## src/rtl/k005297_pgdes.sv

```systemverilog
// rtl/k005297_pgdes.sv - page-number deserializer: 12-bit serial page field to parallel word with valid/overrun handshake
module k005297_pgdes (
    input  logic        i_MCLK,
    input  logic        i_SYS_RST_n,
    input  logic        i_CLK2M_PCEN_n,
    input  logic [19:0] i_ROT20_n,
    input  logic        i_PGDES_EN,
    input  logic        i_PGDES_SDIN,
    input  logic [11:0] i_PGDES_REF,
    input  logic        i_PGDES_RD,
    output logic [11:0] o_PGDES_Q,
    output logic        o_PGDES_VALID,
    output logic        o_PGDES_MATCH,
    output logic        o_PGDES_OVR,
    output logic        o_PGDES_BUSY
);

    typedef enum logic [1:0] {
        ST_IDLE  = 2'd0,
        ST_SHIFT = 2'd1,
        ST_DONE  = 2'd2
    } state_t;

    state_t      state_q, state_d;
    logic [11:0] sr_q, sr_d;
    logic [3:0]  cnt_q, cnt_d;
    logic [11:0] q_q, q_d;
    logic        valid_q, valid_d;
    logic        match_q, match_d;
    logic        ovr_q, ovr_d;
    logic        busy_q, busy_d;

    logic        tick;
    logic        phase0;
    logic [11:0] sr_shift;
    logic        rot_unused;

    assign tick       = ~i_CLK2M_PCEN_n;
    assign phase0     = ~i_ROT20_n[0];
    assign sr_shift   = {i_PGDES_SDIN, sr_q[11:1]};
    // Only the phase-0 line frames the window; the rest of the rotator is unused here.
    assign rot_unused = ^i_ROT20_n[19:1];

    always_comb begin
        state_d = state_q;
        sr_d    = sr_q;
        cnt_d   = cnt_q;
        q_d     = q_q;
        valid_d = valid_q;
        match_d = match_q;
        ovr_d   = ovr_q;

        if (tick) begin
            // A host read is overridden by a completion on the same tick.
            if (i_PGDES_RD && valid_q && state_q != ST_DONE) begin
                valid_d = 1'b0;
            end

            case (state_q)
                ST_IDLE: begin
                    if (i_PGDES_EN && phase0) begin
                        sr_d    = sr_shift;
                        cnt_d   = 4'd1;
                        state_d = ST_SHIFT;
                    end
                end
                ST_SHIFT: begin
                    if (!i_PGDES_EN) begin
                        state_d = ST_IDLE;
                        cnt_d   = 4'd0;
                    end else if (phase0) begin
                        sr_d  = sr_shift;
                        cnt_d = 4'd1;
                    end else begin
                        sr_d  = sr_shift;
                        cnt_d = cnt_q + 4'd1;
                        if (cnt_q == 4'd11) begin
                            state_d = ST_DONE;
                        end
                    end
                end
                ST_DONE: begin
                    q_d     = sr_q;
                    match_d = (sr_q == i_PGDES_REF);
                    valid_d = 1'b1;
                    if (valid_q && !i_PGDES_RD) begin
                        ovr_d = 1'b1;
                    end
                    cnt_d   = 4'd0;
                    state_d = ST_IDLE;
                end
                default: begin
                    cnt_d   = 4'd0;
                    state_d = ST_IDLE;
                end
            endcase
        end

        // Busy covers the whole frame up to, but not including, the completion tick's result.
        busy_d = (state_d != ST_IDLE);
    end

    always_ff @(posedge i_MCLK or negedge i_SYS_RST_n) begin
        if (!i_SYS_RST_n) begin
            state_q <= ST_IDLE;
            sr_q    <= 12'h000;
            cnt_q   <= 4'd0;
            q_q     <= 12'h000;
            valid_q <= 1'b0;
            match_q <= 1'b0;
            ovr_q   <= 1'b0;
            busy_q  <= 1'b0;
        end else begin
            state_q <= state_d;
            sr_q    <= sr_d;
            cnt_q   <= cnt_d;
            q_q     <= q_d;
            valid_q <= valid_d;
            match_q <= match_d;
            ovr_q   <= ovr_d;
            busy_q  <= busy_d;
        end
    end

    assign o_PGDES_Q     = q_q;
    assign o_PGDES_VALID = valid_q;
    assign o_PGDES_MATCH = match_q;
    assign o_PGDES_OVR   = ovr_q;
    assign o_PGDES_BUSY  = busy_q;

endmodule

```

## config.mk

```make
export PLATFORM = sky130hd
export DESIGN_NAME = k005297_pgdes
export DESIGN_NICKNAME = d
export VERILOG_FILES = /design/src/rtl/k005297_pgdes.sv
export SDC_FILE = /design/constraint.sdc
export NUM_CORES = 1
export LEC_CHECK = 0
export CORE_MARGIN = 1
export CORE_UTILIZATION = 45
export DETAILED_ROUTE_END_ITERATION = 6
export GPL_TIMING_DRIVEN = 1
export PLACE_DENSITY = 0.82
export SLEW_MARGIN = 20
export SYNTH_ARGS = -nofsm -noshare
export SYNTH_HDL_FRONTEND = slang
export SYNTH_SLANG_ARGS = --single-unit
export TNS_END_PERCENT = 50
```

## constraint.sdc

```tcl
create_clock -name i_MCLK -period 1.9 [get_ports i_MCLK]
set_input_delay 0.19 -clock i_MCLK [delete_from_list [all_inputs] [get_ports i_MCLK]]
set_output_delay 0.19 -clock i_MCLK [all_outputs]
set_load 0.005 [all_outputs]
```

* Word-level counts from Yosys, hierarchy flattened
Index checks and enable logic that the tools add are counted.
W data, S select, Z words.
** Word-level totals
- Input port bits :: 38
- Flip-flop bits (word level) :: 34
- Output and inout port bits :: 16
- Word-level logic and storage cells :: 47
** Cells by class
- Add/sub/neg operators :: 1
- Multiplexer cells :: 15
- Bitwise logic cells :: 2
- Eq/ne operators :: 7
- Reductions and logical operators :: 14
** Operator list (count)
- $mux W12 :: 2
- $pmux W12 S2 :: 1
- $eq A12 B12 Y1 :: 1
- $mux W4 :: 3
- $mux W2 :: 5
- $pmux W4 S2 :: 1
- $ne A2 B2 Y1 const B :: 3
- $reduce_and A2 Y1 :: 3
- $reduce_bool A2 Y1 :: 3
- $add A4 B1 Y4 const B :: 1
- $eq A4 B4 Y1 const B :: 1
- $logic_and A1 B1 Y1 :: 4
- $pmux W2 S2 :: 1
- $reduce_and A4 Y1 :: 1
- $reduce_and A3 Y1 :: 1
- $eq A2 B1 Y1 const B :: 1
- $eq A2 B2 Y1 const B :: 1
- $logic_not A2 Y1 :: 1
- $mux W1 :: 2
- $not A1 Y1 :: 2
- $logic_not A1 Y1 :: 1

* Logic depth before layout (Yosys ltp)
Gate-level depths: netlist (run 1).
- Word-level depth :: 7
- Mapped depth :: 6
- Gate-level depth less buffers :: 5

* Worst setup path before layout (run 1)
Ideal clock, no wire load.
- Path kind :: register -> register
- Start point :: reg state_q[0]
- End point :: reg sr_q[0]
- Library setup time :: 125 ps
- Arrival :: 1250 ps
- Period minus slack after synthesis :: 1375 ps
- Required time :: 1775 ps
- Path buffers :: 1
- Cell stages (with the launch flop) :: 6
- Setup slack :: 525 ps
- Cell sequence :: dfrtp_1 > nor2_2 > a21oi_2 > and2_4 > buf_12 > mux2_4
** On the way
- Longest elaborated chain between the ends :: 3
- Elaborated cells on any way between the ends :: 7
- Classes of those cells :: eq/ne: 3; mux: 1; reduce/logical: 3
** Ends and longest elaborated chain
- start, declared :: line 24 : state_t state_q, state_d;
- start signal, assigned :: line 114 : state_q <= state_d;
- $eq A2 B1 Y1 / $logic_not A2 Y1 (equally long branches) :: line 59 : case (state_q)
- $ne A2 B2 Y1 (no source line) / $reduce_bool A2 Y1 (equally long branches)
- $reduce_and A4 Y1 (no source line)
- end signal, assigned :: line 115 : sr_q <= sr_d;
- end, declared :: line 25 : logic [11:0] sr_q, sr_d;
Several ways; a longest one is shown, not always the timed one.
A chain may end at the register's enable or synchronous reset.

* Worst setup path after layout (run 1)
- Start point :: reg state_q[0]
- End point :: reg sr_q[8]
Same word-level chain as after synthesis.

==> results of run 1 <==
## power groups by stage
stage	sequential (mW)	clock (mW)	combinational, mW
floorplan	1.03	0	0.393
global route	1.11	0.446	0.553
CTS	1.08	0.420	0.506
global placement	1.08	0	0.481
detailed placement	1.09	0	0.502
finish	1.08	0.412	0.502
## how the worst min path moves through the flow
| stage | cells past startpoint | to | slack, ps |
|---|---|---|---|
| floorplan | 0 | cnt_q[0] | -110 |
| global placement | 1 | o_PGDES_OVR | 450 |
| detailed placement | 1 | o_PGDES_OVR | 470 |
| CTS | 2 | o_PGDES_Q[6] | 270 |
| global route | 2 | state_q[1] | 300 |
| finish | 2 | o_PGDES_Q[8] | 260 |
## logic make-up (layout without fill, tap and decap cells)
logic type	after synthesis	count (layout)	synth area share (%)
compound gates	15	15	5.68
xor+xnor	14	14	7.62
fa+ha+maj	1	1	0.777
buf+inv	10	52	4.35
flops	34	34	52.9
mux	25	25	21.2
simple gates	21	21	7.54
## worst register-to-register path: cells and delay by family, from the launching register on
family | cells | cell delay, ps
AOI/OAI and AO/OA | 1 | 180
DFF | 1 | 480
muxes | 1 | 370
and+or+nand+nor | 2 | 420
## layout make-up
| class | count | area (sq um) | area share [%] |
|---|---|---|---|
| clock buffer | 7 | 55.1 | 2.67 |
| sequential | 34 | 851 | 41.3 |
| tap | 46 | 57.6 | 2.79 |
| timing repair buffer | 38 | 383 | 18.6 |
| multi-input combinational | 76 | 688 | 33.4 |
| clock inverter | 1 | 5.00 | 0.243 |
| inverter | 6 | 22.5 | 1.09 |
## cells in the final DEF, fill, tap and decap left out, types with 2 or more instances in the layout
cell and n:
xnor2_1 2, a21oi_1 4, o21ai_0 5, inv_1 5
nand2b_1 2, clkbuf_4 5, xor2_1 12, nand2_1 4
clkdlybuf4s50_1 34, mux2_4 16, nor2_1 4, mux2_2 8
dfrtp_1 34, a211oi_1 2, buf_4 3, nor4_1 3
## through the flow
step	hold slack, ps	instances	setup slack (ps)	util [%]
6_report	258	208	340	60.8
5_1_grt	301	208	289	60.8
4_1_cts	272	208	361	60.8
3_5_place_dp	471	200	82.0	59.1
3_3_place_gp	454	200	116	59.1
2_1_floorplan	-106	120	525	-
## per-layer routing
layer	share of wire (%)	wire length, um	GRT usage [%]
met3	4.8	146	6.00
met4	0.33	10	5.40
met2	50	1520	28.9
met1	45	1350	21.5
met5	0	0	0
## sequential cells by signal, summed over array words and instances (netlist names)
signal and flops:
o_PGDES_Q 12, sr_q 12, cnt_q 4, state_q 2
o_PGDES_BUSY 1, o_PGDES_MATCH 1, o_PGDES_OVR 1, o_PGDES_VALID 1
==> flow_metrics.py, run 1 <==
metrics = {
    "cts": {
        "insertion_delay_ps": 330,
        "cts_buffers": 5,
        "post_cts_resize_count": 0,
        "post_cts_buffers": 0,
        "cts_num_sinks": 34,
        "hold_buffers": 0,
        "cts_tree": "yes",
        "ctsHtreeMaxLevel": 2,
        "root_buffer": "clkbuf_4",
        "cts.clk_slew.worst_paths_ps": 100,
        "clockBufferDepth": 2,
    },
    "worst_setup_path": {
        "cp-start-kind": "register",
        "r2r_slack_ps": 340,
        "critPathMaxFanout": 12,
        "cp_top_family": "flip-flops",
        "slowest_stage": "dfrtp_1",
        "crit_buf_inv": 0,
        "reg2reg_to": "sr_q[8]",
        "worstPathRequired_ps": 2110,
        "slowest_delay_ps": 480,
        "reg2reg_depth": 4,
        "r2r_start": "state_q[0]",
        "endpoint": "sr_q[8]",
        "arrival_ps": 1770,
        "worst-path-stages": 4,
        "path_class": "reg2reg",
        "critPathCaptureType": "register",
        "worstSetupStartpoint": "state_q[0]",
        "cp_cell_sequence": "nor2_2 > a21oi_2 > and2_4 > mux2_2",
    },
    "yosys": {
        "yosysTopAreaCell": "dfrtp_1",
        "syn_avg_cell_area_sq_um": 13.4,
        "synthTopCellsByArea": "dfrtp_1 (53%), mux2_4 (15%), xor2_1 (6.5%), mux2_2 (5.6%), o21ai_0 (1.6%)",
        "ys_warn_count": 0,
        "synth.cell_area_sq_um": 1610,
        "ys_types": 31,
        "synthMostInstantiatedCell": "dfrtp_1",
        "yosysSeqAreaShare_pct": 52.9,
        "synth_nets": 159,
        "synth_ff_type": "dfrtp_1",
        "synthTopCellsByCount": "dfrtp_1 (34), mux2_4 (16), xor2_1 (12)",
        "synth-async-reset-ratio_pct": 100,
        "synth_top_cell_area_share_pct": 52.9,
        "synth_edf_count": 0,
        "ys_ff_latch": 34,
        "synthCells": 120,
    },
    "die": {
        "initial_utilization_pct": 47.5,
        "die_h_um": 61.8,
        "rows": 21,
        "die_w_um": 61.8,
        "pin_count": 54,
        "fp.coreArea_sq_um": 3390,
        "dieArea_sq_um": 3820,
    },
    "hold_path": {
        "hold_path_class": "in2async",
    },
    "placed_design": {
        "dp.final_hpwl_um": 2180,
        "gp_congestion": 0.840,
        "postPlaceCellArea_sq_um": 2000,
        "numPortBuffers": 34,
    },
    "final_layout": {
        "drive_gt1_share_pct": 25.3,
        "area_growth_pct": 28.1,
        "antennaDiodeCount": 0,
        "final_nets": 200,
        "fin_area_sq_um": 2060,
        "fill_cells": 270,
    },
    "grt": {
        "track_usage_pct": 17.4,
        "grt_max_degree": 35,
        "grt_pass1_vias": 1055,
        "grt_overflow_total": 0,
        "grt_pass1_wl_um": 4690,
        "grt_antenna_before_repair": 0,
    },
    "pwr": {
        "switching_share_pct": 30.2,
        "peakVddDrop_mv": 0.506,
        "power_density_nw_per_um2": 965,
        "combPwrFrac_pct": 25.2,
        "internal-power_mw": 1.39,
        "p_leak_nw": 0.947,
        "power_switching_mw": 0.602,
        "seqPwrFrac_pct": 54.0,
        "clkPwrFrac_pct": 20.7,
        "finalPower_mw": 1.99,
    },
    "detailed_routing": {
        "first_iter_violations": 39,
        "routed_wl_um": 3020,
        "viasPerCell": 5.13,
        "wl_per_cell_um": 14.5,
        "first_pass_iters": 4,
        "drc_errors": 0,
        "vias": 1067,
        "ant_nets": 0,
    },
    "sta": {
        "skew_ps": 10.2,
        "fin_tns_setup_ps": 0,
        "tightestPinTransition_ps": 413,
        "slew_headroom_pct": 72.5,
        "period_share_pct": 82.1,
        "setup_viol": 0,
        "rsz0062_at_grt": "false",
        "fmax_mhz": 641,
        "slew_violations": 0,
        "period_needed_ps": 1560,
        "finalHoldViolCount": 0,
    },
    "flow_run": {
        "maxCapViolCount": 0,
    },
    "outcome": {
        "status": "complete, no violations",
    },
}
Power figures use the tool's default switching activity.
==> run 2, diff against run 1 <==
Settings changed: CORE_UTILIZATION 45 to 41, PLACE_DENSITY 0.82 to 0.79.
Clock period 1.9 ns to 1.34 ns, I/O delays scaled along.
==> run 2 against run 1 <==
  * Die area rose by 9.4%
  * Hold slack got worse by 41 ps
  * Largest cell class unchanged
  * Maximum frequency rose by 17%
  * Core utilization rose by 0.21 points
  * Critical path type unchanged
  * Global-route usage rose by 0.67 points
  * Flip-flop and latch count did not move
  * Highest routed layer unchanged
  * Via count rose by 4.6%
==> flow_metrics.py, run 2 (same netlist as run 1, synthesis figures left out) <==
metrics = {
    "detailed_routing": {
        "ant_nets": 0,
        "viasPerCell": 5.03,
        "first_pass_iters": 3,
        "vias": 1116,
        "drc_errors": 0,
        "routed_wl_um": 3380,
        "wl_per_cell_um": 15.2,
        "first_iter_violations": 47,
    },
    "sta": {
        "finalHoldViolCount": 0,
        "tightestPinTransition_ps": 303,
        "rsz0062_at_grt": "true",
        "skew_ps": 5.65,
        "slew_headroom_pct": 79.6,
        "slew_violations": 0,
        "period_needed_ps": 1330,
        "setup_viol": 0,
        "whs_ps": 218,
        "period_share_pct": 99.5,
        "fmax_mhz": 750,
    },
    "final_layout": {
        "fin_area_sq_um": 2270,
        "final_cell_mix": "dfrtp_1 (32), clkdlybuf4s50_1 (31), mux2_4 (19)",
        "register_area_sq_um": 853,
        "drive_gt1_share_pct": 32.8,
        "area_growth_pct": 41.0,
        "layout_commonest_cell": "dfrtp_1",
        "antennaDiodeCount": 0,
        "multi_input_area_sq_um": 742,
        "fill_cells": 299,
        "final_nets": 213,
    },
    "placed_design": {
        "numPortBuffers": 34,
        "dp.final_hpwl_um": 2250,
        "gp_congestion": 0.861,
        "postPlaceCellArea_sq_um": 2070,
    },
    "worst_setup_path": {
        "path_class": "reg2reg",
        "slowest_stage": "dfrtp_2",
        "cp_cell_sequence": "inv_2 > and3_4 > buf_12 > mux2_2",
        "cp-start-kind": "register",
        "arrival_ps": 1500,
        "worstPathRequired_ps": 1510,
        "slowest_delay_ps": 460,
        "critPathCaptureType": "register",
        "critPathMaxFanout": 8,
    },
    "pwr": {
        "power_density_nw_per_um2": 1360,
        "p_leak_nw": 1.07,
        "peakVddDrop_mv": 0.774,
    },
    "die": {
        "rows": 22,
        "pin_count": 54,
        "dieArea_sq_um": 4180,
        "die_h_um": 64.6,
        "die_w_um": 64.6,
        "initial_utilization_pct": 43.3,
        "fp.coreArea_sq_um": 3720,
    },
    "cts": {
        "cts.clk_slew.worst_paths_ps": 70,
        "ctsHtreeMaxLevel": 2,
        "clockBufferDepth": 2,
        "root_buffer": "clkbuf_8",
        "cts_buffers": 5,
        "insertion_delay_ps": 290,
        "cts_tree": "yes",
        "cts_num_sinks": 34,
    },
    "hold_path": {
        "hold_path_class": "in2async",
    },
    "flow_run": {
        "maxCapViolCount": 0,
    },
    "outcome": {
        "status": "complete, no violations",
    },
    "grt": {
        "grtUsageMet2_pct": 28.8,
        "grtUsageMet3_pct": 6.69,
        "track_usage_pct": 18.1,
        "grt-busiest-layer": "met2",
        "grt_max_degree": 35,
        "grt_pass1_vias": 1214,
        "grt_antenna_before_repair": 0,
        "grt_overflow_total": 0,
        "grt_pass1_wl_um": 5620,
        "use_met1_pct": 22.1,
    },
}
-- run 2: changes by cell type in the layout (fill, tap and decap cells not counted), sizes merged --
cell           before  now
clkinv              1    0
dlymetal6s2s        0    3
and2                1    2
clkbuf              7    8
clkdlybuf4s50      34   31
buf                 4   15
-- run 2: critical path, delay by kind of cell, from the launching register on --
family | cells | cell delay, ps
simple gates | 1 | 210
mux | 1 | 330
buf+inv | 2 | 200
flops | 1 | 460
-- run 2: cell type report --
type / instances / share of cell area [%]
Clock buffer: 7 / 3.36
Inverter: 6 / 0.993
Multi-Input combinational cell: 77 / 32.7
Sequential cell: 34 / 37.6
Tap cell: 48 / 2.65
Timing Repair Buffer: 50 / 22.7
-- run 2: timing repair --
action | in CTS | in global routing
buffers inserted | 3 | 2
hold buffers | 0 | 0
gates resized for setup | 6 | 9
cloned | 1 | 1
pin swaps | 3 | 3
endpoints found under the setup margin | 13 | 27
-- run 2: through the flow --
step | setup TNS, ps | power, mW | util (%) | worst slack [ps] | std cells
after floorplan | -36.9 | 2.02 | - | -3.69 | 120
after global placement | -6370 | 2.27 | 55.7 | -325 | 208
after detailed placement | -7130 | 2.32 | 55.7 | -372 | 208
after CTS | -83.0 | 3.07 | 59.1 | -14.6 | 219
after global routing | -128 | 3.25 | 61.0 | -16.9 | 222
final | 0 | 3.08 | 61.0 | 6.41 | 222
-- run 2: report_power, final --
| part | total (mW) | internal [mW] | switching [mW] | leakage [nW] |
|---|---|---|---|---|
| Sequential | 1.54 | 1.25 | 0.291 | 0.439 |
| Clock | 0.705 | 0.357 | 0.348 | 0.0383 |
| Combinational | 0.834 | 0.541 | 0.293 | 0.595 |
| Total | 3.08 | 2.15 | 0.932 | 1.07 |
-- run 2: per-layer routing --
layer | vias to the layer above | part of all wire, %
met5 | - | 0
met4 | 0 | 1.5
met3 | 6 | 5.2
met2 | 33 | 50
met1 | 559 | 43
li1 | 518 | -
-- run 2: final timing paths --
| kind | start | to | slack (ps) | depth (start not counted) |
|---|---|---|---|---|
| max | state_q[0] | o_PGDES_Q[3] | 6 | 4 |
| min | i_SYS_RST_n | o_PGDES_Q[6] | 220 | 2 |
| max reg2reg | state_q[0] | o_PGDES_Q[3] | 6 | 4 |
| min reg2reg | o_PGDES_OVR | o_PGDES_OVR | 470 | 1 |
| max in group asynchronous | i_SYS_RST_n | state_q[0] | 930 | 2 |
| min in group i_MCLK | i_PGDES_EN | o_PGDES_BUSY | 270 | 3 |
==> patch 1 (flow settings as in run 2) <==
Put one more register stage on the output `o_PGDES_Q`, with the module's reset. The value now appears one clock later. The other outputs are not delayed to match.
--- a/src/rtl/k005297_pgdes.sv
+++ b/src/rtl/k005297_pgdes.sv
@@ -122,7 +122,13 @@
         end
     end
 
-    assign o_PGDES_Q     = q_q;
+    always_ff @(posedge i_MCLK or negedge i_SYS_RST_n) begin
+        if (!i_SYS_RST_n) begin
+            o_PGDES_Q <= '0;
+        end else begin
+            o_PGDES_Q <= q_q;
+        end
+    end
     assign o_PGDES_VALID = valid_q;
     assign o_PGDES_MATCH = match_q;
     assign o_PGDES_OVR   = ovr_q;
Behaviour: same outputs for any inputs over 10 cycles, from zero or initial values and one cycle with i_SYS_RST_n low; that may be too few to reach the edited logic, so the function may still have changed.
==> patch 1 against run 2 <==
The flow now finishes with violations (setup timing). Clock power up 10%. Area after synthesis increased by 17%. Final area grew 14%. Sequential cell count up 12. Wire length is 13% higher. Total power is 10% higher. Worst setup slack worse by 0.051 ns. Cell count rose by 7.2%. Critical endpoint is now sr_q[2].
==> patch 1: results (changes against run 2) <==
outcome: "finished with violations"  # was finished clean
violations: "setup timing"
multi_input_cells: 79  # was 77
nonClkBufAreaFrac: 0.1942  # was 0.2267
num-nonclk-inverters: 5  # was 6
grt_pass1_vias: 1329  # was 1214
synthXorXnorAreaFrac: 0.05600  # was 0.07621
wl_met2_mm: 1.875  # was 1.688 mm
grt_usage: 0.1682  # was 0.1809
cts_resized: 15  # was 6
yosys.area_share.adder: 0.006667  # was 0.007776
synthTopCellsByArea: "dfrtp_1, mux2_2, xor2_1, mux2_4, o21ai_0"  # was dfrtp_1, mux2_4, xor2_1, mux2_2, o21ai_0
wl_met3_um: 205  # was 174 um
worstPathArrival_ns: 1.56  # was 1.50 ns
ys_top_cells_by_count: "dfrtp_1, mux2_2, xor2_1"  # was dfrtp_1, mux2_4, xor2_1
finalWirelength_mm: 3.818  # was 3.377 mm
fin_skew_ns: 0.006787  # was 0.005652 ns
hold_ws_ns: 0.3050  # was 0.2175 ns
post-route-util: 0.5922  # was 0.6104
grt_max_degree: 30  # was 35
relSlewSlack: 0.7078  # was 0.7959
nets: 225  # was 213
grt_pass1_wl_mm: 6.306  # was 5.616 mm
place_area_sq_mm: 0.002362  # was 0.002068 sq mm
drtPass1Iterations: 4  # was 3
max_stage_delay_ns: 0.38  # was 0.46 ns
synth-seq-area-share: 0.6133  # was 0.5288
layout_setup_ws_ns: -0.04442  # was 0.006413 ns
wl_met1_mm: 1.693  # was 1.465 mm
dp_hpwl_mm: 2.622  # was 2.247 mm
r2r_cells: 5  # was 4
r2r_start: "state_q[1]"  # was state_q[0]
drtIter0Drc: 75  # was 47
slowest_stage: "dfrtp_1"  # was dfrtp_2
clk_pin_slew_ns: 0.08
critPathMaxFanout: 6  # was 8
synth_fp_nets: 173  # was 159
clockBufferCount: 5  # was 7
routabilityCongestion: 0.7600  # was 0.8606
peakVddDrop_uv: 592.7  # was 773.6 uV
clock_cell_area_share: 0.03036  # was 0.03365
fillers: 335  # was 299
reg2reg_to: "sr_q[2]"  # was o_PGDES_Q[3]
coreArea_sq_mm: 0.004384  # was 0.003716 sq mm
setup_violations: 12  # was 0
use_met1: 0.2131  # was 0.2208
clkSinkCount: 46  # was 34
grt_use_met2: 0.2805  # was 0.2882
postCtsSetupBuffers: 1  # was 3
synth.area.mux_share: 0.1560  # was 0.2115
synth_compound_area_frac: 0.06333  # was 0.05677
cts_hold_buf: 1  # was 0
num_vias: 1229  # was 1116
-- patch 1: cell types whose count changed after synthesis, moves of 2 or more --
cell             run 2  this run
a211oi_1             2         0
mux2_4              16         6
nand3_1              1         3
xnor2_1              2         0
nand2b_1             2         4
o21ai_0              5         8
dfrtp_1             34        46
a21oi_1              4         1
mux2_2               8        18
-- patch 1: where the power goes --
| group | internal, mW | switching, mW | leakage [nW] | total [mW] |
|---|---|---|---|---|
| Sequential | 1.58 | 0.278 | 0.613 | 1.86 |
| Combinational | 0.475 | 0.279 | 0.581 | 0.754 |
| Clock | 0.350 | 0.426 | 0.0438 | 0.776 |
| Total | 2.41 | 0.983 | 1.24 | 3.39 |
-- patch 1: stage by stage --
stage / setup WS (ns) / cells / total power, mW
floorplan: -0.1114 / 134 / 2.154
global route: -0.07766 / 238 / 3.579
CTS: -0.04089 / 237 / 3.379
finish: -0.04442 / 238 / 3.391
global placement: -0.2504 / 227 / 2.393
detailed placement: -0.2988 / 227 / 2.454
==> patch 2 (flow settings as in run 2) <==
Made on the original files. One comparison of `cnt_q` changes from == to >=.
--- a/src/rtl/k005297_pgdes.sv
+++ b/src/rtl/k005297_pgdes.sv
@@ -74,7 +74,7 @@
                     end else begin
                         sr_d  = sr_shift;
                         cnt_d = cnt_q + 4'd1;
-                        if (cnt_q == 4'd11) begin
+                        if (cnt_q >= 4'd11) begin
                             state_d = ST_DONE;
                         end
                     end
Check against the original RTL: no difference found for any inputs over 10 cycles, from zero or initial values and one cycle with i_SYS_RST_n low; that may be too few to reach the edited logic, so the function may still have changed.
==> patch 2 against run 2 <==
Area after synthesis shrank 0.78%. Wire length decreased by 10%. Highest routed layer unchanged. Largest power group unchanged. Final area decreased by 1.7%. Sequential cell count unchanged. Worst setup slack better by 0.012 ns. Largest cell class unchanged. Worst hold slack improved by 0.0056 ns. Critical endpoint is now o_PGDES_BUSY. Total power shrank 9.8%. Utilization is 0.56 points lower.
==> patch 2: results (changes against run 2) <==
fin_skew_ns: 0.004264  # was 0.005652 ns
wl_met1_mm: 1.326  # was 1.465 mm
peakVddDrop_uv: 632.1  # was 773.6 uV
synth_fp_nets: 156  # was 159
synth.area.mux_share: 0.2069  # was 0.2115
grt_pass1_vias: 1147  # was 1214
grt_usage: 0.1695  # was 0.1809
syn_inst: 117  # was 120
seq_area_frac: 0.3814  # was 0.3762
outcome: "finished clean"  # unchanged
die_x_um: 64.40  # was 64.65 um
num-nonclk-inverters: 5  # was 6
clockBufferCount: 5  # was 7
area_growth_pct: 39.73  # was 40.98%
multi_input_area_sq_um: 730.7  # was 742.0 sq um
grt_pass1_wl_mm: 5.126  # was 5.616 mm
dp_hpwl_mm: 2.128  # was 2.247 mm
pre_cts_ws_ns: -0.3377  # was -0.3718 ns
synthTopCellsByArea: "dfrtp_1, mux2_4, xor2_1, mux2_2, o21ai_0"  # unchanged
buffers: 49  # was 50
multi_input_cells: 74  # was 77
wl_met3_um: 237  # was 174 um
clock_cell_area_share: 0.03533  # was 0.03365
place_inst: 207  # was 208
drive_gt1_frac: 0.3254  # was 0.3276
ys_top_cells_by_count: "dfrtp_1, mux2_4, xor2_1"  # unchanged
synthXorXnorAreaFrac: 0.06583  # was 0.07621
drtIter0Drc: 30  # was 47
seq_cells: 34  # unchanged
nonClkBufAreaFrac: 0.2204  # was 0.2267
finalWirelength_mm: 3.030  # was 3.377 mm
leakage_nw: 1.080  # was 1.071 nW
fin_cells: 217  # was 222
fillers: 306  # was 299
p_comb_mw: 0.653  # was 0.834 mW
routabilityCongestion: 0.7684  # was 0.8606
finalPower_mw: 2.780  # was 3.083 mW
hold_ws_ns: 0.2232  # was 0.2175 ns
yosys.area_share.adder: 0.007837  # was 0.007776
synth_compound_area_frac: 0.06034  # was 0.05677
synthDistinctLibCells: 27  # was 31
critPathMaxFanout: 3  # was 8
via_per_inst: 4.963  # was 5.027
[patch 2: changes by cell type after synthesis, moves of 2 or more]
cell             run 2  this run
a21o_1               0         2
a21oi_1              4         2
o21ai_0              5         8
nor3b_1              0         2
a211oi_1             2         0
nor3b_4              0         2
xnor2_1              2         0
nor2_1               4         1
[patch 2: cells by family after synthesis]
kind of cell,Yosys count
compound gates,16
xor+xnor,12
fa+ha+maj,1
buf+inv,9
flops,34
mux,24
simple gates,21
[patch 2: critical path, cell delays in order (launching register included)]
cell and delay (ns):
dfrtp_1 0.39, ha_2 0.21, o211ai_1 0.23, o21ai_1 0.13, or2_4 0.25
[patch 2: repair_timing]
| item | CTS | global route |
|---|---|---|
| gates cloned | 0 | 0 |
| endpoints found under the setup margin | 3 | 22 |
| resized for setup | 8 | 9 |
| buffers inserted | 1 | 2 |
| pin swaps | 1 | 7 |
[patch 2: layer usage]
layer  vias to the layer above  track usage
li1                        511            -
met1                       524       0.2094
met2                        36       0.2605
met3                         6      0.06607
met4                         0      0.07500
met5                         -            0
